[src/rtl/sbox_drv_pkg.sv]
// Shared types and constants for the masked Skinny sbox share driver.
// Holds the FSM state encoding, share geometry, the xorshift128 step and
// the plain Skinny sbox table used as a reference by checking benches.
package sbox_drv_pkg;

  typedef enum logic [1:0] {IDLE, RUN, CAPT, DONE} state_t;

  localparam int FRESH_W = 78;
  localparam int SHARES  = 4;
  localparam int NIB_W   = 4;
  localparam int SH_W    = SHARES * NIB_W;

  // Plain 4-bit Skinny sbox, entry i at index i.
  localparam logic [15:0][3:0] SKINNY_SBOX = {
    4'hF, 4'h7, 4'hE, 4'h4, 4'hD, 4'h5, 4'h8, 4'h3,
    4'hB, 4'h2, 4'hA, 4'h1, 4'h0, 4'h9, 4'h6, 4'hC
  };

  // One xorshift128 step; state packed as {x, y, z, w}, x oldest.
  function automatic logic [127:0] xs128_step(input logic [127:0] s);
    logic [31:0] x, y, z, w, t, wn;
    x  = s[127:96];
    y  = s[95:64];
    z  = s[63:32];
    w  = s[31:0];
    t  = x ^ (x << 11);
    wn = w ^ (w >> 19) ^ t ^ (t >> 8);
    return {y, z, w, wn};
  endfunction

endpackage

[src/rtl/sbox_share_driver_d3_prng.sv]
// xorshift128 generator: loads the seed while rst is high (zero seed
// forced to 1 so the generator never locks up), then steps every cycle.
module prng_xorshift128
  import sbox_drv_pkg::*;
(
  input  logic         clk,
  input  logic         rst,
  input  logic [127:0] seed,
  output logic [127:0] state_o
);

  // Seed on reset, otherwise advance one step per cycle.
  always_ff @(posedge clk) begin
    if (rst) state_o <= (seed == '0) ? 128'h1 : seed;
    else     state_o <= xs128_step(state_o);
  end

endmodule

[src/rtl/sbox_share_driver_d3.sv]
// Front end for the 3rd-order HPC2 masked Skinny sbox: splits a nibble
// into 4 Boolean shares, streams fresh randomness, waits for Synch and
// returns the output shares over a valid/ready handshake.
// Build option SBOX_DRV_UNMASK_EN: present the recombined nibble on
// out_data instead of the raw shares on out_sh.
module sbox_share_driver_d3
  import sbox_drv_pkg::*;
#(
  parameter int LATENCY = 11,
  parameter int TIMEOUT = 4,
  parameter int SEED_W  = 128
) (
  input  logic               clk,
  input  logic               rst,
  input  logic [SEED_W-1:0]  seed,
  input  logic               in_valid,
  output logic               in_ready,
  input  logic [NIB_W-1:0]   in_data,
  output logic               out_valid,
  input  logic               out_ready,
`ifdef SBOX_DRV_UNMASK_EN
  output logic [NIB_W-1:0]   out_data,
`else
  output logic [SH_W-1:0]    out_sh,
`endif
  output logic               err,
  output logic               sbox_rst,
  output logic [NIB_W-1:0]   SI_s0,
  output logic [NIB_W-1:0]   SI_s1,
  output logic [NIB_W-1:0]   SI_s2,
  output logic [NIB_W-1:0]   SI_s3,
  output logic [FRESH_W-1:0] Fresh,
  input  logic [NIB_W-1:0]   SO_s0,
  input  logic [NIB_W-1:0]   SO_s1,
  input  logic [NIB_W-1:0]   SO_s2,
  input  logic [NIB_W-1:0]   SO_s3,
  input  logic               Synch
);

  localparam int CNT_MAX_I = LATENCY + TIMEOUT;
  localparam int CNT_W     = $clog2(CNT_MAX_I + 1);
  localparam logic [CNT_W-1:0] CNT_MAX = CNT_W'(CNT_MAX_I);

  state_t             state, state_n;
  logic [CNT_W-1:0]   cnt;
  logic [127:0]       prng_q;
  logic [SH_W-1:0]    res_sh;
  logic [NIB_W-1:0]   m1, m2, m3;
  logic               accept, cnt_hit, prng_unused;

  prng_xorshift128 u_prng (
    .clk     (clk),
    .rst     (rst),
    .seed    (seed),
    .state_o (prng_q)
  );

  // Mask nibbles come from the current PRNG word, i.e. the accept-cycle step.
  assign m1          = prng_q[FRESH_W        +: NIB_W];
  assign m2          = prng_q[FRESH_W+NIB_W  +: NIB_W];
  assign m3          = prng_q[FRESH_W+2*NIB_W +: NIB_W];
  assign prng_unused = ^prng_q[127:FRESH_W+3*NIB_W];
  assign accept      = in_valid & in_ready;
  assign cnt_hit     = (cnt == CNT_MAX);

  // State register.
  always_ff @(posedge clk) begin
    if (rst) state <= IDLE;
    else     state <= state_n;
  end

  // Next-state: Synch wins over timeout when both land on the same cycle.
  always_comb begin
    state_n = state;
    case (state)
      IDLE: if (accept)         state_n = RUN;
      RUN:  if (Synch)          state_n = CAPT;
            else if (cnt_hit)   state_n = IDLE;
      CAPT:                     state_n = DONE;
      DONE: if (out_ready)      state_n = IDLE;
      default:                  state_n = IDLE;
    endcase
  end

  // Handshake and sbox control decoded from state; sbox kept running in CAPT
  // so its gated output registers hold while they are latched.
  always_comb begin
    in_ready  = (state == IDLE) && !rst;
    out_valid = (state == DONE);
    sbox_rst  = (state == IDLE) || (state == DONE);
  end

  // Datapath: share generation, RUN counter, fresh stream, capture, sticky err.
  always_ff @(posedge clk) begin
    if (rst) begin
      cnt    <= '0;
      SI_s0  <= '0;
      SI_s1  <= '0;
      SI_s2  <= '0;
      SI_s3  <= '0;
      Fresh  <= '0;
      res_sh <= '0;
      err    <= 1'b0;
    end else begin
      Fresh <= prng_q[FRESH_W-1:0];
      if (accept) begin
        SI_s1 <= m1;
        SI_s2 <= m2;
        SI_s3 <= m3;
        SI_s0 <= in_data ^ m1 ^ m2 ^ m3;
        cnt   <= '0;
      end else if (state == RUN && !cnt_hit) begin
        cnt <= cnt + 1'b1;
      end
      if (state == RUN && !Synch && cnt_hit) err <= 1'b1;
      if (state == CAPT) res_sh <= {SO_s3, SO_s2, SO_s1, SO_s0};
    end
  end

`ifdef SBOX_DRV_UNMASK_EN
  assign out_data = res_sh[15:12] ^ res_sh[11:8] ^ res_sh[7:4] ^ res_sh[3:0];
`else
  assign out_sh = res_sh;
`endif

endmodule

[config.mk]
export PLATFORM = sky130hd
export DESIGN_NAME = sbox_share_driver_d3
export DESIGN_NICKNAME = d
export VERILOG_FILES = /design/src/rtl/sbox_drv_pkg.sv /design/src/rtl/sbox_share_driver_d3_prng.sv /design/src/rtl/sbox_share_driver_d3.sv
export SDC_FILE = /design/constraint.sdc
export NUM_CORES = 1
export LEC_CHECK = 0
export CORE_MARGIN = 5
export CORE_UTILIZATION = 35
export CTS_CLUSTER_SIZE = 8
export DETAILED_ROUTE_END_ITERATION = 10
export PLACE_DENSITY_LB_ADDON = 0.2
export SLEW_MARGIN = 20
export SYNTH_ARGS = -nofsm -noshare
export SYNTH_HDL_FRONTEND = slang
export SYNTH_SLANG_ARGS = --single-unit
[constraint.sdc]
create_clock -name clk -period 4.3 [get_ports clk]
set_input_delay 0.86 -clock clk [delete_from_list [all_inputs] [get_ports clk]]
set_output_delay 0.86 -clock clk [all_outputs]
set_load 0.01 [all_outputs]
# Word-level counts from Yosys, hierarchy flattened
# Index checks and enable logic that the tools add are counted.
[totals]
reg_bits = 245
input_bits = 153
word_cells = 45
[op_classes]
addsub = 1
n_eq_ne = 7
muxes = 7
n_bitwise = 8
n_reduce_logical = 12
[ops]
columns = ["operator", "count"]
rows = [
  ["128-bit 2-to-1 mux", 2],
  ["128-bit logical NOT", 1],
  ["32-bit XOR", 2],
  ["32-bit by 13-bit XOR with 32-bit output", 1],
  ["32-bit by 24-bit XOR with 32-bit output", 1],
  ["4-bit XOR", 3],
  ["2-bit 2-to-1 mux", 4],
  ["2-bit case mux with 4 select lines", 1],
  ["4-bit by 1-bit adder with 4-bit output (second input constant)", 1],
  ["2-bit == test (second input constant)", 2],
  ["4-bit == test (second input constant)", 1],
  ["1-bit logical AND", 4],
  ["1-bit logical NOT", 3],
  ["3-bit inequality test (second input constant)", 1],
  ["3-bit AND reduction", 1],
  ["2-bit by 1-bit == test with 1-bit output (second input constant)", 1],
  ["2-bit logical NOT", 1],
  ["2-bit by 1-bit inequality test with 1-bit output (second input constant)", 1],
  ["2-bit inequality test (second input constant)", 1],
  ["2-bit OR reduction", 1],
  ["1-bit AND", 1],
  ["1-bit logical OR", 1],
]

# Logic depth before layout (Yosys ltp)
# Gate-level depths: netlist (run 1).
[depth]
ltp_word = 5
depth_mapped = 8

# Cells and area by module
# From an unflattened synthesis (run 1), not the netlist that was laid out.
[unflattened]
cells_unflattened = 756
hier_area_um2 = 8763.4
[by_module_without_submodules]
columns = ["mod", "n_inst", "cells_per_inst", "area_each_um2", "seq_area_each_um2"]
rows = [
  ["prng_xorshift128", 1, 441, 5113.7, 2562.5],
  ["sbox_share_driver_d3", 1, 315, 3649.8, 2342.2],
]

# Worst setup path after synthesis (run 1)
# OpenSTA, ideal clock, no wires.
[synth_timing]
kind = "input-to-output"
startpoint = "input rst"
endpoint = "output in_ready"
t_arrival_ns = 1.058
required_time_ns = 3.440
path_slack_ns = 2.382
cell_stages = 1
path_buffers = 0
cell_sequence = "nor2b_1"
[synth_via]
elab_chain_cells = 2
[synth_lines]
columns = ["element", "line_no", "text"]
rows = [
  ["start, declared", "sbox_share_driver_d3.sv:14", "input logic rst,"],
  ["1-bit logical NOT", "sbox_share_driver_d3.sv:88", "in_ready = (state == IDLE) && !rst;"],
  ["1-bit logical AND", "sbox_share_driver_d3.sv:88", ""],
  ["end, declared", "sbox_share_driver_d3.sv:17", "output logic in_ready,"],
]
# Every way passes these cells.

# Worst setup path after layout (run 1)
[layout_timing]
startpoint = "register state[0]"
endpoint = "output in_ready"
[layout_via]
elab_chain_cells = 2
[layout_lines]
columns = ["element", "line_no", "text"]
rows = [
  ["start, declared", "sbox_share_driver_d3.sv:44", "state_t state, state_n;"],
  ["start signal, assigned", "sbox_share_driver_d3.sv:69", "else state <= state_n;"],
  ["2-bit logical NOT", "sbox_share_driver_d3.sv:88", ""],
  ["1-bit logical AND", "sbox_share_driver_d3.sv:88", ""],
]
# Every way passes these cells.

==> results of run 1 <==
path summary, 6_finish.rpt:
path / slack (ns) / cells after the start / from / to
hold reg to reg: 0.43 / 1 / u_prng.state_o[95] / u_prng.state_o[127]
setup reg to reg: 2.28 / 6 / state[0] / register
hold / removal: 0.43 / 1 / u_prng.state_o[95] / u_prng.state_o[127]
setup / recovery: 1.52 / 4 / state[0] / in_ready
state kept, by name (all words and copies together) (netlist names), named ones only:
signal / flops
SI_s0: 4
SI_s2: 4
u_prng.state_o: 128
cnt: 4
err: 1
out_sh: 16
Fresh: 78
SI_s3: 4
SI_s1: 4
state: 1
per-stage QoR:
stage / hold slack (ns) / cell area [sq um] / worst slack, ns
detailed placement: 0.421 / 11400 / 1.13
CTS: 0.432 / 12400 / 1.48
finish: 0.432 / 12400 / 1.52
global placement: 0.416 / 11400 / 1.08
global route: 0.456 / 12400 / 1.38
floorplan: 0.410 / 8510 / 2.38
layout by cell type (no fill, tap or decap), types with 2 or more instances in the layout:
master             n
clkdlybuf4s50_1  265
dfxtp_1          245
xnor2_1           86
nor2b_1           80
a21o_1            78
nand2_1           56
clkbuf_16         37
nor4_1            34
o21ai_1           24
xor2_1            22
nor2_1            21
mux2i_1           19
mux2_2            18
a21oi_1           13
nand4_1            9
o21ai_0            8
inv_1              6
ha_1               6
nand3b_1           4
nor3_1             4
nand3_1            2
clkbuf_8           2
final cells by class:
type                       count  area share (%)
sequential                   245            39.6
multi-input combinational    492            27.6
timing repair buffer         268            21.7
clock buffer                  39            7.62
tap                          324            3.27
inverter                       7           0.212
power by group:
part	leakage (nW)	internal (mW)	total [mW]	switching, mW
Clock	0.464	1.52	2.43	0.912
Combinational	2.49	0.855	1.47	0.618
Sequential	2.04	2.66	2.87	0.207
Total	4.99	5.04	6.77	1.74
cell usage after synthesis:
| cell | n |
|---|---|
| nor3_1 | 4 |
| buf_2 | 24 |
| nand3b_2 | 1 |
| a21oi_1 | 13 |
| mux2i_1 | 19 |
| nor2_1 | 21 |
| mux2_2 | 18 |
| clkinv_1 | 1 |
| and2_1 | 1 |
| xor2_1 | 22 |
| inv_1 | 6 |
| o21ai_1 | 24 |
| a41oi_1 | 1 |
| clkbuf_1 | 12 |
| a21o_1 | 78 |
| ha_1 | 6 |
| nor2b_1 | 80 |
| a31oi_1 | 1 |
| xnor2_1 | 86 |
| nand3_2 | 1 |
| nand2_1 | 56 |
| a222oi_1 | 1 |
| nor4_1 | 34 |
| mux2_1 | 1 |
| o21ai_0 | 8 |
| nand3b_1 | 4 |
| nand4_1 | 9 |
| a211oi_1 | 1 |
| dfxtp_1 | 245 |
| nand3_1 | 2 |
kinds of logic after synthesis:
kind of cell / synth area share [%]
XOR/XNOR: 11.1
flip-flops: 57.6
multiplexers: 4.75
AO/OA/AOI/OAI: 9.91
adder cells (fa/ha/maj): 0.882
AND/OR/NAND/NOR: 13.5
buffers and inverters: 2.25
metal layers:
layer	global-route usage, %	wire length (um)	vias to the layer above
li1	-	-	3140
met1	23.6	11600	2933
met2	30.5	12100	210
met3	6.14	1820	51
met4	5.60	680	4
met5	0	21	-
==> impl_metrics.ini, run 1 <==
[grt]
gr-total-overflow = 0
grt_first_pass_wirelength_um = 39900
grt_pass1_vias = 6629
antenna_found_initial = 2
grt_usage_pct = 18.7
grt_max_degree = 159

[clock_network]
clk_pin_slew_ns = 0.05
clockRootBuffer = clkbuf_16
tritoncts = yes
numCtsBuffers = 36
clock_latency_ns = 0.49
cts_buffer_depth = 3
cts_setup_buffers = 0
ctsResizeCount = 0
cts_num_sinks = 245
cts_hold_buf = 0
cts_max_level = 2

[synthesis]
yosys_warnings = 0
ys_types = 30
syn_inst = 780
syn_area_sq_um = 8510
yosys.area.top_type = dfxtp_1
synth.avg_cell_area_sq_um = 10.9
synth_area_leaders = dfxtp_1, xnor2_1, a21o_1
synth-seq-cells = 245
synth_top_area_share_pct = 57.6
ys_seq_area_share_pct = 57.6
syn_nets = 939

[layout]
final_core_util_pct = 51.4
finalNetCount = 1209
seq_area_sq_um = 4900
num_antenna_cells = 0
drive_gt1_share_pct = 5.80
fillers = 2260
finalNonFillerCells = 1375
syn_to_final_growth_pct = 45.6
multi_input_area_sq_um = 3410

[run_status]
status = finished clean

[detailed_routing]
drt-initial-drc-count = 395
avgRoutedWirePerCell_um = 19.1
dr.pass1.iters = 4
vias = 6338
route.detailed.drc = 0
drt_wl_total_um = 26200
avgViaCountPerCell = 4.61
ant_nets = 0

[die]
start_util_pct = 35.3
dieArea_sq_um = 27500
design.core.area_sq_um = 24100
io_pins = 267
die_x_um = 166
die_y_um = 166
rows = 57

[setup_path]
path_delay_family = buffers and inverters
required_ns = 3.44
cp_max_fo = 6
cp_cell_sequence = inv_1, ha_1, nor2b_1, clkdlybuf4s50_1
crit_path_top_delay_cell = clkdlybuf4s50_1
cp-end-kind = output port
cp-start-kind = register
crit_type = reg -> out
max_stage_delay_ns = 0.55
crit_arrival_ns = 1.92
critPathBufInv = 2

[power]
p_leak_nw = 4.99
p_total_mw = 6.77
irDropWorstVdd_uv = 258
powerDensity_nw_per_um2 = 547

[placed_design]
dp_cells = 1336
port_buffers = 266
gp_congestion = 0.835
dp_hpwl_um = 20000

[timing]
grt_setup_unrepaired = no
drv_slew = 0
tns_ns = 0
hold_violations = 0
worst_pin_slew_ns = 1.04
period_share_pct = 64.8
maxSlewHeadroom_pct = 30.2
fin_worst_skew_ns = 0.0117
setup_viol = 0
fmax_mhz = 359
finalCriticalPeriod_ns = 2.78

[min_path]
hp-class = reg -> reg

[job]
max_cap_violations = 0
(Power assumes the default switching activity.)
==> run 2, diff against run 1 <==
- clock period: 4.3 -> 2.8 ns (I/O delays scaled with it)
==> run 2 against run 1 <==
Via count grew 1.4%. Register-to-register slack got worse by 1.3 ns. Die area unchanged. Largest power group unchanged. Wire length hardly changed. Critical path type unchanged. Sequential cell count stayed put. Global-route usage decreased by 0.19 points. Clock skew up 0.0094 ns. Utilization up 0.40 points. Clock power increased by 56%.
==> impl_metrics.ini, run 2 (synthesis results as in run 1) <==
[run_status]
status = finished clean

[die]
die_y_um = 166
rows = 57
io_pins = 267
design.core.area_sq_um = 24100
die_x_um = 166
dieArea_sq_um = 27500
start_util_pct = 35.3

[clock_network]
cts_buffer_depth = 3
clockRootBuffer = clkbuf_16
clock_latency_ns = 0.50
cts_setup_buffers = 0
cts_hold_buf = 0
cts_num_sinks = 245
cts_max_level = 2
ctsResizeCount = 0
numCtsBuffers = 36
tritoncts = yes
clk_pin_slew_ns = 0.05

[timing]
period_share_pct = 90.5
fmax_mhz = 394
worst_pin_slew_ns = 0.967
setup_viol = 0
maxSlewHeadroom_pct = 35.5
finalCriticalPeriod_ns = 2.53
tns_ns = 0
grt_setup_unrepaired = no
hold_slack_ns = 0.374
drv_slew = 0
hold_violations = 0
fin_worst_skew_ns = 0.0211

[grt]
grt_usage_pct = 18.5
grt_pass1_vias = 6674
grt_max_degree = 190
grt_first_pass_wirelength_um = 39500
antenna_found_initial = 2
gr-total-overflow = 0

[layout]
mostFrequentLayoutCells = clkdlybuf4s50_1, dfxtp_1, xnor2_1
regMostFlops = u_prng.state_o
fillers = 2258
design_area_sq_um = 12500
largest_reg_flops = 128
syn_to_final_growth_pct = 46.7
final_common_cell = clkdlybuf4s50_1
finalNetCount = 1217
multi_input_area_sq_um = 3410
drive_gt1_share_pct = 6.70
seq_area_sq_um = 4900

[setup_path]
max_stage_delay_ns = 0.56
cp-end-kind = output port
crit_type = reg -> out
cp_cell_sequence = inv_1, ha_1, nor2b_1, clkdlybuf4s50_1
cp_max_fo = 6
required_ns = 2.24
crit_path_top_delay_cell = clkdlybuf4s50_1
crit_arrival_ns = 1.97
cp-start-kind = register

[power]
irDropWorstVdd_uv = 569
p_leak_nw = 5.05
powerDensity_nw_per_um2 = 838

[detailed_routing]
vias = 6424
drt-initial-drc-count = 299
route.detailed.drc = 0
ant_nets = 0
drt_wl_total_um = 26200
dr.pass1.iters = 4
avgViaCountPerCell = 4.63
avgRoutedWirePerCell_um = 18.9

[placed_design]
port_buffers = 266
dpl-instance-area_sq_um = 11500
dp_hpwl_um = 20200
gp_congestion = 0.859

[min_path]
hp-class = in -> reg

[job]
max_cap_violations = 0
==> run 2: power by group <==
part / leakage [nW] / internal [mW] / switching [mW]
logic: 2.53 / 1.32 / 0.944
clock network: 0.479 / 2.37 / 1.42
registers: 2.04 / 4.09 / 0.324
total: 5.05 / 7.78 / 2.69
==> run 2: per-stage QoR <==
| stage | worst slack [ns] | total power [mW] | utilization (%) | cells |
|---|---|---|---|---|
| after floorplan | 1.23 | 5.74 | - | 780 |
| after global placement | 0.307 | 6.75 | 47.7 | 1344 |
| after detailed placement | 0.311 | 6.76 | 47.7 | 1344 |
| after CTS | 0.248 | 10.6 | 51.8 | 1384 |
| after global routing | 0.162 | 11.0 | 51.8 | 1386 |
| final | 0.265 | 10.5 | 51.8 | 1387 |
==> run 2: critical path, delay by kind of cell, from the launching register on <==
| kind | cells | cell delay, ns |
|---|---|---|
| and+or+nand+nor | 1 | 0.19 |
| buffers and inverters | 2 | 0.69 |
| DFF | 1 | 0.36 |
| adders and majority gates | 1 | 0.23 |
==> run 2: final cells by class <==
type | count | share of cell area (%)
diodes | 3 | 0.0601
clock buffers | 38 | 7.62
clock inverters | 2 | 0.170
inverters | 7 | 0.210
multi-input cells | 492 | 27.4
flip-flops and latches | 245 | 39.3
well taps | 324 | 3.25
repair buffers | 276 | 22.1
==> run 2: worst paths after layout <==
check / slack [ns] / end / cells past startpoint / from
setup / recovery: 0.27 / in_ready / 4 / state[0]
hold reg to reg: 0.44 / u_prng.state_o[127] / 1 / u_prng.state_o[95]
setup reg to reg: 1.01 / register / 6 / register
hold / removal: 0.37 / SI_s1[0] / 2 / rst
==> run 2: per-layer routing <==
layer | track usage, % | part of all wire, % | up-vias
met5 | 0 | 0.050 | -
met4 | 4.95 | 2.0 | 2
met3 | 5.71 | 7.1 | 38
met2 | 30.9 | 47 | 221
met1 | 23.2 | 43 | 2990
li1 | - | - | 3173
==> run 3, diff against run 2 <==
- PLACE_DENSITY: unset -> 0.68
- PLACE_DENSITY_LB_ADDON: 0.2 -> unset
==> run 3 against run 2 <==
Sequential power hardly changed. Clock-buffer cell count stayed put. Critical path depth stayed put.
==> impl_metrics.ini, run 3 (synthesis results as in run 1) <==
[clock_network]
cts_buffer_depth = 3
clock_latency_ns = 0.50
clk_pin_slew_ns = 0.05
cts_hold_buf = 0
cts_max_level = 2
cts_num_sinks = 245
ctsResizeCount = 0
numCtsBuffers = 36
clockRootBuffer = clkbuf_16
tritoncts = yes
cts_setup_buffers = 0

[grt]
antenna_found_initial = 5
grt_pass1_vias = 6714
gr-total-overflow = 0
grt_usage_pct = 19.1
grt_max_degree = 125
grt_first_pass_wirelength_um = 40400

[power]
p_leak_nw = 5.06
powerDensity_nw_per_um2 = 834
p_total_mw = 10.4
irDropWorstVdd_uv = 485

[layout]
drive_gt1_share_pct = 7.04
seq_area_sq_um = 4900
largest_reg_flops = 128
mostFrequentLayoutCells = clkdlybuf4s50_1, dfxtp_1, xnor2_1
syn_to_final_growth_pct = 46.8
final_common_cell = clkdlybuf4s50_1
final_core_util_pct = 51.8
multi_input_area_sq_um = 3410
finalNonFillerCells = 1392
fillers = 2214
design_area_sq_um = 12500
regMostFlops = u_prng.state_o
finalNetCount = 1222

[placed_design]
dp_cells = 1349
dp_hpwl_um = 20900
gp_congestion = 0.842
dp_slack_ns = 0.359
dpl-instance-area_sq_um = 11500
port_buffers = 266

[timing]
period_share_pct = 89.0
finalWorstSetupSlack_ns = 0.307
hold_slack_ns = 0.447
finalCriticalPeriod_ns = 2.49
drv_slew = 0
hold_violations = 0
worst_pin_slew_ns = 0.828
fmax_mhz = 401
fin_worst_skew_ns = 0.0123
tns_ns = 0
grt_setup_unrepaired = no
setup_viol = 0
maxSlewHeadroom_pct = 44.3

[die]
dieArea_sq_um = 27500
die_x_um = 166
die_y_um = 166
start_util_pct = 35.3
design.core.area_sq_um = 24100
io_pins = 267
rows = 57

[job]
max_cap_violations = 0

[setup_path]
cp-end-kind = output port
required_ns = 2.24
crit_arrival_ns = 1.93
crit_type = reg -> out
cp-start-kind = register
cp_max_fo = 6

[detailed_routing]
avgRoutedWirePerCell_um = 19.5
ant_nets = 0
avgViaCountPerCell = 4.61
vias = 6424
route.detailed.drc = 0
dr.pass1.iters = 4
drt-initial-drc-count = 375
drt_wl_total_um = 27100

[run_status]
status = finished clean

[min_path]
hp-class = reg -> reg
==> run 3: changes by cell type in the layout (fill, tap and decap cells not counted), sizes merged <==
cell | before | now
inv | 6 | 7
clkinv | 3 | 2
buf | 10 | 15
==> run 3: cell type report <==
type                            instances  share of cell area [%]
Antenna cell                            3                  0.0601
Clock buffer                           38                    7.35
Clock inverter                          2                   0.200
Inverter                                7                   0.210
Multi-Input combinational cell        492                    27.3
Sequential cell                       245                    39.3
Tap cell                              324                    3.24
Timing Repair Buffer                  281                    22.3
==> run 3: final timing paths <==
kind	depth (start not counted)	from	end	slack [ns]
worst max-delay path	4	state[0]	in_ready	0.31
worst min-delay path	1	u_prng.state_o[95]	u_prng.state_o[127]	0.45
worst max register to register	6	register	register	1.00
worst min register to register	1	u_prng.state_o[95]	u_prng.state_o[127]	0.45
==> run 3: power breakdown <==
| group | internal (mW) | switching [mW] |
|---|---|---|
| Clock | 2.29 | 1.43 |
| Combinational | 1.32 | 0.963 |
| Sequential | 4.09 | 0.327 |
| Total | 7.70 | 2.72 |
==> run 3: worst max-delay path: stages (launching register included) <==
cell and delay [ns]:
dfxtp_1 0.36, inv_1 0.12, ha_1 0.21, nor2b_1 0.17, clkdlybuf4s50_1 0.57
==> run 3: routing by layer <==
metal | up-vias | wire [um] | global-route usage [%]
met1 | 2968 | 11500 | 23.5
li1 | 3189 | - | -
met2 | 206 | 13100 | 32.5
met4 | 6 | 792 | 6.99
met5 | - | 38 | 0
met3 | 55 | 1660 | 4.52
